**src/rtl/console_pkg.sv**
```systemverilog
// Shared console constants, arbiter state encoding and the forwarded bus payload.
package console_pkg;

  localparam int unsigned DataW = 32;

  localparam logic [7:0] CHAR_OUT_ADDR = 8'h04;
  localparam logic [7:0] SIM_CTRL_ADDR = 8'h08;
  localparam logic [7:0] CHAR_NEWLINE  = 8'h0A;

  typedef enum logic {
    ARB_IDLE,
    ARB_LOCKED
  } arb_state_e;

  typedef struct packed {
    logic             we;
    logic [DataW-1:0] addr;
    logic [DataW-1:0] wdata;
  } con_xfer_t;

endpackage

```
**src/rtl/rr_arbiter.sv**
```systemverilog
// Combinational rotating-priority pick: first requester at or after base, wrapping.
module rr_arbiter #(
  parameter  int unsigned N    = 2,
  localparam int unsigned IdxW = (N > 1) ? $clog2(N) : 1
) (
  input  logic [N-1:0]    req,
  input  logic [IdxW-1:0] base,
  output logic [N-1:0]    grant,
  output logic [IdxW-1:0] idx,
  output logic            valid
);

  int unsigned pos;

  always_comb begin
    grant = '0;
    idx   = '0;
    valid = 1'b0;
    pos   = 0;
    for (int unsigned k = 0; k < N; k++) begin
      pos = (32'(base) + k) % N;
      if (!valid && req[pos[IdxW-1:0]]) begin
        valid                  = 1'b1;
        grant[pos[IdxW-1:0]]   = 1'b1;
        idx                    = pos[IdxW-1:0];
      end
    end
  end

endmodule

```
**src/rtl/console_arbiter.sv**
```systemverilog
// Round-robin console write arbiter; a master owns the console for a whole text line.
module console_arbiter
  import console_pkg::*;
#(
  parameter int unsigned NumReq      = 2,
  parameter int unsigned LockTimeout = 256
) (
  input  logic                    clk_in,
  input  logic                    reset_n_in,
  input  logic [NumReq-1:0]       req_in,
  input  logic [NumReq-1:0]       we_in,
  input  logic [NumReq*DataW-1:0] addr_in,
  input  logic [NumReq*DataW-1:0] wdata_in,
  output logic [NumReq-1:0]       gnt_out,
  output logic                    con_req_out,
  output logic                    con_we_out,
  output logic [DataW-1:0]        con_addr_out,
  output logic [DataW-1:0]        con_wdata_out,
  output logic                    lock_out
);

  localparam int unsigned IdxW = (NumReq > 1) ? $clog2(NumReq) : 1;
  localparam int unsigned CntW = (LockTimeout > 0) ? $clog2(LockTimeout + 1) : 1;

  arb_state_e      state;
  logic [IdxW-1:0] owner;
  logic [IdxW-1:0] last;
  logic [CntW-1:0] cnt;

  logic [IdxW-1:0]   base;
  logic [NumReq-1:0] owner_mask;
  logic [NumReq-1:0] eligible;
  logic [NumReq-1:0] pick;
  logic [IdxW-1:0]   pick_idx;
  logic              pick_valid;
  logic              busy;
  logic              locked;
  logic              timed_out;
  logic              hold_lock;
  con_xfer_t         sel;
  logic              sel_char;
  logic              sel_nl;
  logic              sel_sim;

  assign busy       = |gnt_out;
  assign locked     = (state == ARB_LOCKED);
  assign timed_out  = locked && (cnt == CntW'(LockTimeout));
  assign owner_mask = NumReq'(1) << owner;
  // An owner request on the timeout edge keeps the lock; otherwise expiry opens arbitration.
  assign hold_lock  = locked && (!timed_out || ((|(req_in & owner_mask)) && !busy));
  assign eligible   = busy ? '0 : (hold_lock ? (req_in & owner_mask) : req_in);
  assign base       = (last == IdxW'(NumReq - 1)) ? '0 : last + IdxW'(1);

  rr_arbiter #(.N(NumReq)) u_rr (
    .req   (eligible),
    .base  (base),
    .grant (pick),
    .idx   (pick_idx),
    .valid (pick_valid)
  );

  always_comb begin
    sel = '0;
    for (int unsigned i = 0; i < NumReq; i++) begin
      if (pick[i]) begin
        sel.we    = we_in[i];
        sel.addr  = addr_in[DataW*i +: DataW];
        sel.wdata = wdata_in[DataW*i +: DataW];
      end
    end
  end

  assign sel_char = sel.we && (sel.addr[7:0] == CHAR_OUT_ADDR);
  assign sel_nl   = sel_char && (sel.wdata[7:0] == CHAR_NEWLINE);
  assign sel_sim  = sel.we && (sel.addr[7:0] == SIM_CTRL_ADDR);

  // Line-lock FSM, rr pointer, timeout counter and registered console payload.
  always_ff @(posedge clk_in or negedge reset_n_in) begin
    if (!reset_n_in) begin
      state         <= ARB_IDLE;
      owner         <= '0;
      last          <= '0;
      cnt           <= '0;
      gnt_out       <= '0;
      con_req_out   <= 1'b0;
      con_we_out    <= 1'b0;
      con_addr_out  <= '0;
      con_wdata_out <= '0;
    end else begin
      gnt_out     <= pick;
      con_req_out <= pick_valid;
      con_we_out  <= pick_valid & sel.we;
      if (pick_valid) begin
        con_addr_out  <= sel.addr;
        con_wdata_out <= sel.wdata;
        last          <= pick_idx;
        cnt           <= '0;
        if (hold_lock) begin
          if (sel_nl || sel_sim) state <= ARB_IDLE;
        end else if (sel_char && !sel_nl && (LockTimeout != 0)) begin
          state <= ARB_LOCKED;
          owner <= pick_idx;
        end else begin
          state <= ARB_IDLE;
        end
      end else if (hold_lock) begin
        cnt <= cnt + CntW'(1);
      end else begin
        state <= ARB_IDLE;
      end
    end
  end

  assign lock_out = (state == ARB_LOCKED);

endmodule
```
**config.mk**
```make
export PLATFORM = sky130hd
export DESIGN_NAME = console_arbiter
export DESIGN_NICKNAME = d
export VERILOG_FILES = /design/src/rtl/console_pkg.sv /design/src/rtl/rr_arbiter.sv /design/src/rtl/console_arbiter.sv
export SDC_FILE = /design/constraint.sdc
export NUM_CORES = 1
export LEC_CHECK = 0
export CORE_MARGIN = 4
export CORE_UTILIZATION = 40
export CTS_BUF_LIST = sky130_fd_sc_hd__clkbuf_8
export CTS_CLUSTER_SIZE = 14
export DETAILED_ROUTE_END_ITERATION = 8
export GPL_TIMING_DRIVEN = 0
export PLACE_DENSITY_LB_ADDON = 0.08
export SLEW_MARGIN = 20
export SYNTH_ARGS = -nofsm -noshare
export SYNTH_HDL_FRONTEND = slang
export SYNTH_SLANG_ARGS = --single-unit
```
**constraint.sdc**
```tcl
create_clock -name clk_in -period 3.3 [get_ports clk_in]
set_input_delay 0.825 -clock clk_in [delete_from_list [all_inputs] [get_ports clk_in]]
set_output_delay 0.825 -clock clk_in [all_outputs]
set_load 0.03 [all_outputs]
```
==> key figures, run 1 <==
Placement
  • GP Congestion: 0.806
  • Placed insts: 647
  • Placed wire-length estimate: 9060 um
  • Port buffer count: 202
  • DP Worst Slack: -241 ps

Global route
  • Total grt overflow: 0
  • Largest net degree at the start of global routing: 52
  • Initial antenna violation count: 0
  • Overall routing resource usage: 22.1%
  • Vias in the first global route: 3626
  • First-pass GRT wire length: 18000 um

Clock tree
  • CTS Buffer Depth: 2
  • Worst skew pair latency: 350 ps
  • Clock Sinks: 80
  • TritonCTS clock tree: built
  • Postcts setup bufs: 0
  • # H-tree levels: 3
  • Clock root cell: clkbuf_8
  • CTS Buf Count: 9
  • Clk pin slew, worst setup/hold paths: 80 ps

Synthesis
  • Post-Synth Simple-Gate Area: 7.92%
  • Post-synthesis mux area share: 1.15%
  • Syn_area_per_cell: 10.7 um2
  • Synthesized cell area: 3590 um2
  • Adder-cell share of the synthesized area: 0.698%
  • Post-Syn Nets: 472
  • Synth Area in Compound Gates: 22.7%
  • Sequential fraction of the synthesis area: 55.8%
  • Post-synthesis register bit count: 80
  • Post-synth cell types: 40
  • Post-synth EDFFs: 0
  • Gate Count Post-Synth: 336
  • Main synth FF type: dfrtp_1
  • Main combinational cell family by area after synthesis: compound AO/OA/AOI/OAI gates
  • Ys async rst share: 100%
  • XOR/XNOR Fraction of Synth Area: 2.20%
  • YS warnings: 0

Die
  • Initial Utilization: 41.1%
  • Die Ht: 103 um
  • Die area: 10500 um2
  • Cell Rows: 34
  • Core outline area: 8720 um2
  • Chip width: 103 um
  • IO Count: 203

Drt
  • Vias per cell: 5.32
  • Vias after detailed routing: 3524
  • WL/cell: 17.8 um
  • First-pass DRT Iterations: 8
  • Drt total wl: 11800 um
  • ANT nets after route: 0
  • DRC: 0
  • Initial drt markers: 294

Worst setup path
  • Crit path cell chain: clkdlybuf4s50_1 -> o21ai_0 -> o311a_1 -> a221oi_4 -> nand3b_2 -> a2111oi_4 -> nand4_1 -> mux2_1
  • FF-to-FF path depth: 10
  • Slowest stage delay, CP: 580 ps
  • FF-to-FF setup slack: 290 ps
  • Critical path fanouts, max: 7
  • CP Class: input port to flip-flop
  • CP Depth: 8
  • RR Endpoint: con_addr_out[5]
  • CP endpoint kind: flip-flop
  • Worst path bufs/invs: 1
  • Worst Setup Start Kind: input port
  • CP delay by family, top: compound AO/OA/AOI/OAI gates
  • Slowest-stage cell, CP: clkdlybuf4s50_1
  • CP required: 3530 ps
  • Worst Path Arrival: 3270 ps
  • Reg2Reg Launch Point: cnt[0]

Power and ir drop
  • PwrDens: 954 nW/um2
  • VDD IR max: 0.000550 V
  • Power Total: 5.71 mW
  • Leakage Power: 2.66 nW

Cells and area
  • Filler cells: 698
  • Nets@finish: 686
  • Multi-input logic area: 1240 um2
  • Commonest non-fill, non-tap cell in the layout: clkdlybuf4s50_1
  • Non-Filler Instances: 662
  • Finished Core Util: 68.6%
  • Register area: 2000 um2
  • Share of layout cells above drive strength 1: 4.69%
  • Layout area overhead: 66.7%
  • Most frequent cells in the layout: 201 x clkdlybuf4s50_1, 80 x dfrtp_1, 69 x inv_1, 46 x a222oi_1, 22 x a21oi_1
  • Ant. Diodes: 0

Timing
  • # setup viols final: 0
  • RSZ-0062 raised after global routing: no
  • Hold Fails Final Rpt: 0
  • Final Critical Period: 3040 ps
  • FMAX: 0.329 GHz
  • Max-slew violation count: 0
  • Worst-margin pin slew: 599 ps
  • WHS: 404 ps
  • Final setup margin: 258 ps
  • Fin crit share: 92.2%
  • Clock skew: 13.8 ps
  • Slew headroom: 59.8%

Worst hold path
  • Min-Delay Path Class: input port to async pin

Run
  • Maxcap violations: 0

Outcome
  • Status: completed
==> state kept, by name, indices dropped and copies added (netlist names) <==
register,flops
gnt_out,2
last,1
cnt,9
con_addr_out,32
owner,1
lock_out,1
con_wdata_out,32
con_req_out,1
con_we_out,1
==> worst max path at each step <==
stage                    start                end  slack (ps)
floorplan               cnt[0]              owner         570
global placement    reset_n_in  con_wdata_out[24]       -1600
detailed placement   req_in[0]   con_addr_out[22]        -240
CTS                  req_in[0]   con_addr_out[20]         100
global route            cnt[0]  con_wdata_out[23]          30
finish               req_in[0]              owner         260
==> cell families (layout without fill, tap and decap cells) <==
group / after synthesis / count (layout)
AO/OA/AOI/OAI: 98 / 98
flip-flops: 80 / 80
adder cells (fa/ha/maj): 2 / 2
multiplexers: 4 / 4
AND/OR/NAND/NOR: 52 / 52
buffers and inverters: 91 / 309
XOR/XNOR: 9 / 9
==> synthesized netlist by cell type, drive strengths merged (2+ instances only) <==
| cell type | n | area (um2) |
|---|---|---|
| xor2 | 3 | 26.3 |
| nor2 | 17 | 63.8 |
| inv | 67 | 251 |
| a222oi | 46 | 460 |
| and2 | 2 | 12.5 |
| nor3 | 2 | 10.0 |
| nand3 | 4 | 20.0 |
| clkbuf | 18 | 67.6 |
| o21ai | 4 | 20.0 |
| nor4 | 2 | 12.5 |
| nand2 | 7 | 26.3 |
| o22ai | 16 | 100 |
| xnor2 | 6 | 52.6 |
| or4b | 2 | 23.8 |
| dfrtp | 80 | 2000 |
| clkinv | 2 | 7.51 |
| a22o | 2 | 17.5 |
| nand4 | 6 | 37.5 |
| nand3b | 6 | 48.8 |
| mux2i | 3 | 30.0 |
| ha | 2 | 25.0 |
| buf | 4 | 16.3 |
| a21oi | 22 | 110 |
==> metrics by stage <==
step                setup TNS, ps  cell area [um2]
floorplan                       0             3590
finish                          0             5980
CTS                             0             5970
global route                    0             5980
global placement          -134940             5740
detailed placement          -8470             5770
==> repair_timing <==
item,in CTS,in global routing
resized for setup,0,6
hold buffers,0,0
setup endpoints to repair,0,25
==> layer usage <==
metal	up-vias	wire length, um	global-route usage (%)
met3	15	1080	8.53
met5	-	0	0
li1	1667	-	-
met4	0	229	7.67
met2	146	5920	38.0
met1	1696	4580	25.2
==> power by group <==
| part | total, mW | switching (mW) | internal, mW | leakage (nW) |
|---|---|---|---|---|
| registers | 1.67 | 0.256 | 1.42 | 0.982 |
| logic | 3.26 | 1.90 | 1.36 | 1.57 |
| clock network | 0.770 | 0.355 | 0.415 | 0.111 |
| total | 5.71 | 2.51 | 3.20 | 2.66 |
==> final cells by class <==
| type | count | share of cell area [%] |
|---|---|---|
| sequential | 80 | 33.5 |
| tap | 108 | 2.26 |
| buffer | 22 | 1.47 |
| timing repair buffer | 203 | 34.2 |
| multi-input combinational | 165 | 20.8 |
| inverter | 69 | 4.40 |
| clock buffer | 9 | 2.07 |
| clock inverter | 6 | 1.30 |
==> worst reg2reg max path, cell delays in order (launching register included) <==
cell      delay [ps]
dfrtp_1          400
inv_1            110
ha_1             140
or4b_4           460
o21ai_0          240
a21oi_1          100
nand3b_1         360
clkbuf_1         320
clkbuf_1         310
a222oi_1         370
inv_1             70
No activity file was read; power rests on OpenSTA's default activity.
==> run 2: changes to the inputs <==
CTS_CLUSTER_DIAMETER = 200   (was not set)
==> results of run 2 <==
No change in the layout: final DEF, timing and power equal those of run 1.
==> run 3: changes to the inputs <==
CORE_UTILIZATION = 43   (was 40)
SLEW_MARGIN = not set   (was 20)
SYNTH_HIERARCHICAL = 1   (was not set)
clock period = 3.7 ns   (was 3.3 ns; I/O delays follow)
==> key figures, run 3 <==
Placement
  • GP Congestion: 0.881 (+9.3%)
  • DP Worst Slack: -925 ps (-684 ps)
  • Dpl cell area: 5920 um2 (+2.5%)
  • Placed insts: 701 (+8.3%)
  • Port buffer count: 202 (unchanged)
  • Placed wire-length estimate: 9730 um (+7.4%)

Clock tree
  • Clock Sinks: 80 (unchanged)
  • Worst skew pair latency: 350 ps (about the same)
  • Hold Buf Count CTS: 0 (unchanged)
  • Clk pin slew, worst setup/hold paths: 90 ps (about the same)
  • # H-tree levels: 3 (unchanged)
  • CTS Buffer Depth: 2 (unchanged)
  • CTS Buf Count: 9 (unchanged)
  • TritonCTS clock tree: built
  • Clock root cell: clkbuf_8

Cells and area
  • Most frequent cells in the layout: 201 x clkdlybuf4s50_1, 80 x nor2_1, 80 x dfrtp_1, 70 x a21oi_1, 59 x a22oi_1
  • Finished Core Util: 74.5% (+5.9 points)
  • Post-route design area: 6210 um2 (+3.9%)
  • Ant. Diodes: 0 (unchanged)
  • Share of layout cells above drive strength 1: 6.49% (+1.8 points)
  • Commonest non-fill, non-tap cell in the layout: clkdlybuf4s50_1
  • Largest regs: con_addr_out: 32 flops, con_wdata_out: 32 flops, cnt: 9 flops
  • Non-Filler Instances: 721 (+8.9%)
  • Nets@finish: 747 (+8.9%)
  • Layout area overhead: 66.3%

Synthesis
  • Post-Syn Nets: 529 (+12%)
  • Sequential fraction of the synthesis area: 53.6% (-2.2 points)
  • Synth top area share: 53.6% (-2.2 points)
  • Post-synth EDFFs: 0 (unchanged)
  • Ys async rst share: 100% (unchanged)
  • Post-synthesis register bit count: 80 (unchanged)
  • Gate Count Post-Synth: 393 (+17%)
  • YS warnings: 6 (+6)
  • Syn_area_per_cell: 9.51 um2 (-11%)
  • Main synth FF type: dfrtp_1
  • Synth area leader: dfrtp_1
  • Synthesized cell area: 3740 um2 (+4.2%)
  • Synth cell count leaders: 80 x dfrtp_1, 80 x nor2_1, 70 x a21oi_1
  • Post-synth cell types: 43 (+7.5%)
  • Area contributors post-synth: dfrtp_1 54%, a22oi_1 12%, a21oi_1 9.4%

Worst setup path
  • CP Class: input port to flip-flop
  • CP required: 3940 ps (+410 ps)
  • CP endpoint kind: flip-flop
  • Worst Setup Start Kind: input port
  • Worst Path Arrival: 3840 ps (+570 ps)
  • Critical path fanouts, max: 9 (+2)

Drt
  • WL/cell: 17.5 um (-1.8%)
  • Vias after detailed routing: 3856 (+9.4%)
  • Initial drt markers: 185 (-37%)
  • Vias per cell: 5.35 (+0.47%)
  • Drt total wl: 12600 um (+7.0%)
  • ANT nets after route: 0 (unchanged)
  • First-pass DRT Iterations: 5 (-3)
  • DRC: 0 (unchanged)

Die
  • Core outline area: 8340 um2 (-4.4%)
  • Die area: 10200 um2 (-2.8%)
  • IO Count: 203 (unchanged)
  • Chip width: 101 um (-1.4%)
  • Cell Rows: 33 (-2.9%)
  • Initial Utilization: 44.8% (+3.7 points)
  • Die Ht: 101 um (-1.4%)

Timing
  • WHS: 497 ps (+92.4 ps)
  • Fin crit share: 97.2%
  • RSZ-0062 raised after global routing: yes
  • Slew headroom: 64.8% (+5.0 points)
  • Clock skew: 15.5 ps (+1.74 ps)
  • Final Critical Period: 3600 ps
  • Hold Fails Final Rpt: 0 (unchanged)
  • Worst-margin pin slew: 528 ps (-70.3 ps)
  • # setup viols final: 0 (unchanged)
  • Final TNS setup: 0 ps (unchanged)
  • Final setup margin: 103 ps (-155 ps)
  • Max-slew violation count: 0 (unchanged)
  • FMAX: 0.278 GHz

Outcome
  • Status: completed

Global route
  • Vias in the first global route: 3960 (+9.2%)
  • Total grt overflow: 0 (unchanged)
  • First-pass GRT wire length: 19400 um (+7.6%)
  • Largest net degree at the start of global routing: 53 (+1.9%)
  • Overall routing resource usage: 24.2% (+2.0 points)
  • Initial antenna violation count: 0 (unchanged)

Run
  • Maxcap violations: 0 (unchanged)

Power and ir drop
  • VDD IR max: 0.000530 V (-3.6%)
  • Combinational share of power: 59.9% (+2.7 points)
  • Switching share of power: 46.1% (+2.2 points)
  • Clk pwr share: 13.2% (-0.3 points)
  • PwrDens: 900 nW/um2 (-5.7%)
  • Pint: 3.01 mW (-5.8%)
  • Leakage Power: 2.51 nW (-5.9%)
  • Flop pwr share: 27.0% (-2.4 points)
  • Power Total: 5.59 mW (-2.0%)
  • Sw Pwr: 2.58 mW (+2.9%)

Worst hold path
  • Min-Delay Path Class: input port to async pin
==> run 3: final cells by class <==
| cell class | instances | area [um2] |
|---|---|---|
| Timing Repair Buffer | 207 | 2080 |
| Tap cell | 105 | 131 |
| Inverter | 4 | 15.0 |
| Sequential cell | 80 | 2000 |
| Clock buffer | 10 | 138 |
| Buffer | 32 | 145 |
| Multi-Input combinational cell | 277 | 1610 |
| Fill cell | 644 | 2130 |
| Clock inverter | 6 | 91.3 |
==> run 3: critical path: stages <==
cell	delay, ps
clkdlybuf4s50_1	490
mux2i_1	100
o311ai_2	330
nand2_2	80
o211a_1	300
a21boi_4	190
or4_1	480
o22a_1	220
o31a_1	320
nand3_2	90
mux2_4	300
==> run 3: power groups by stage <==
| stage | registers, mW | logic, mW | clock network, mW |
|---|---|---|---|
| floorplan | 2.27 | 1.19 | 0 |
| global placement | 1.50 | 3.26 | 0 |
| detailed placement | 1.52 | 3.31 | 0 |
| CTS | 1.51 | 3.35 | 0.746 |
| global route | 1.56 | 3.61 | 0.778 |
| finish | 1.51 | 3.35 | 0.736 |
==> run 3: layer usage <==
| metal | vias up | share of wire [%] | global-route usage [%] |
|---|---|---|---|
| li1 | 1846 | - | - |
| met1 | 1819 | 39 | 27.3 |
| met2 | 173 | 50 | 42.7 |
| met3 | 18 | 9.6 | 7.64 |
| met4 | 0 | 1.8 | 9.00 |
| met5 | - | 0 | 0 |
==> run 3: path summary, 6_finish.rpt <==
path,start,to,slack [ps],depth (start not counted)
max,req_in[1],owner,100,11
min,reset_n_in,cnt[8],500,1
max reg2reg,cnt[0],owner,320,12
min reg2reg,con_addr_out[0],con_addr_out[0],530,2
max in group asynchronous,reset_n_in,con_wdata_out[19],2600,2
min in group clk_in,con_addr_out[0],con_addr_out[0],530,2
==> run 3: repair_timing <==
| item | 4_1_cts | 5_1_grt |
|---|---|---|
| resized for setup | 5 | 5 |
| setup buffers | 2 | 2 |
| setup endpoints to repair | 64 | 36 |
| pin swaps | 2 | 3 |
==> run 3: kinds of logic (layout without fill, tap and decap cells) <==
logic type	after synthesis	in the layout	share of synthesized area, %
flip-flops	80	80	53.6
AND/OR/NAND/NOR	115	115	13.5
multiplexers	3	3	0.937
XOR/XNOR	8	8	1.87
AO/OA/AOI/OAI	149	149	25.2
buffers and inverters	36	259	4.22
adder cells (fa/ha/maj)	2	2	0.669
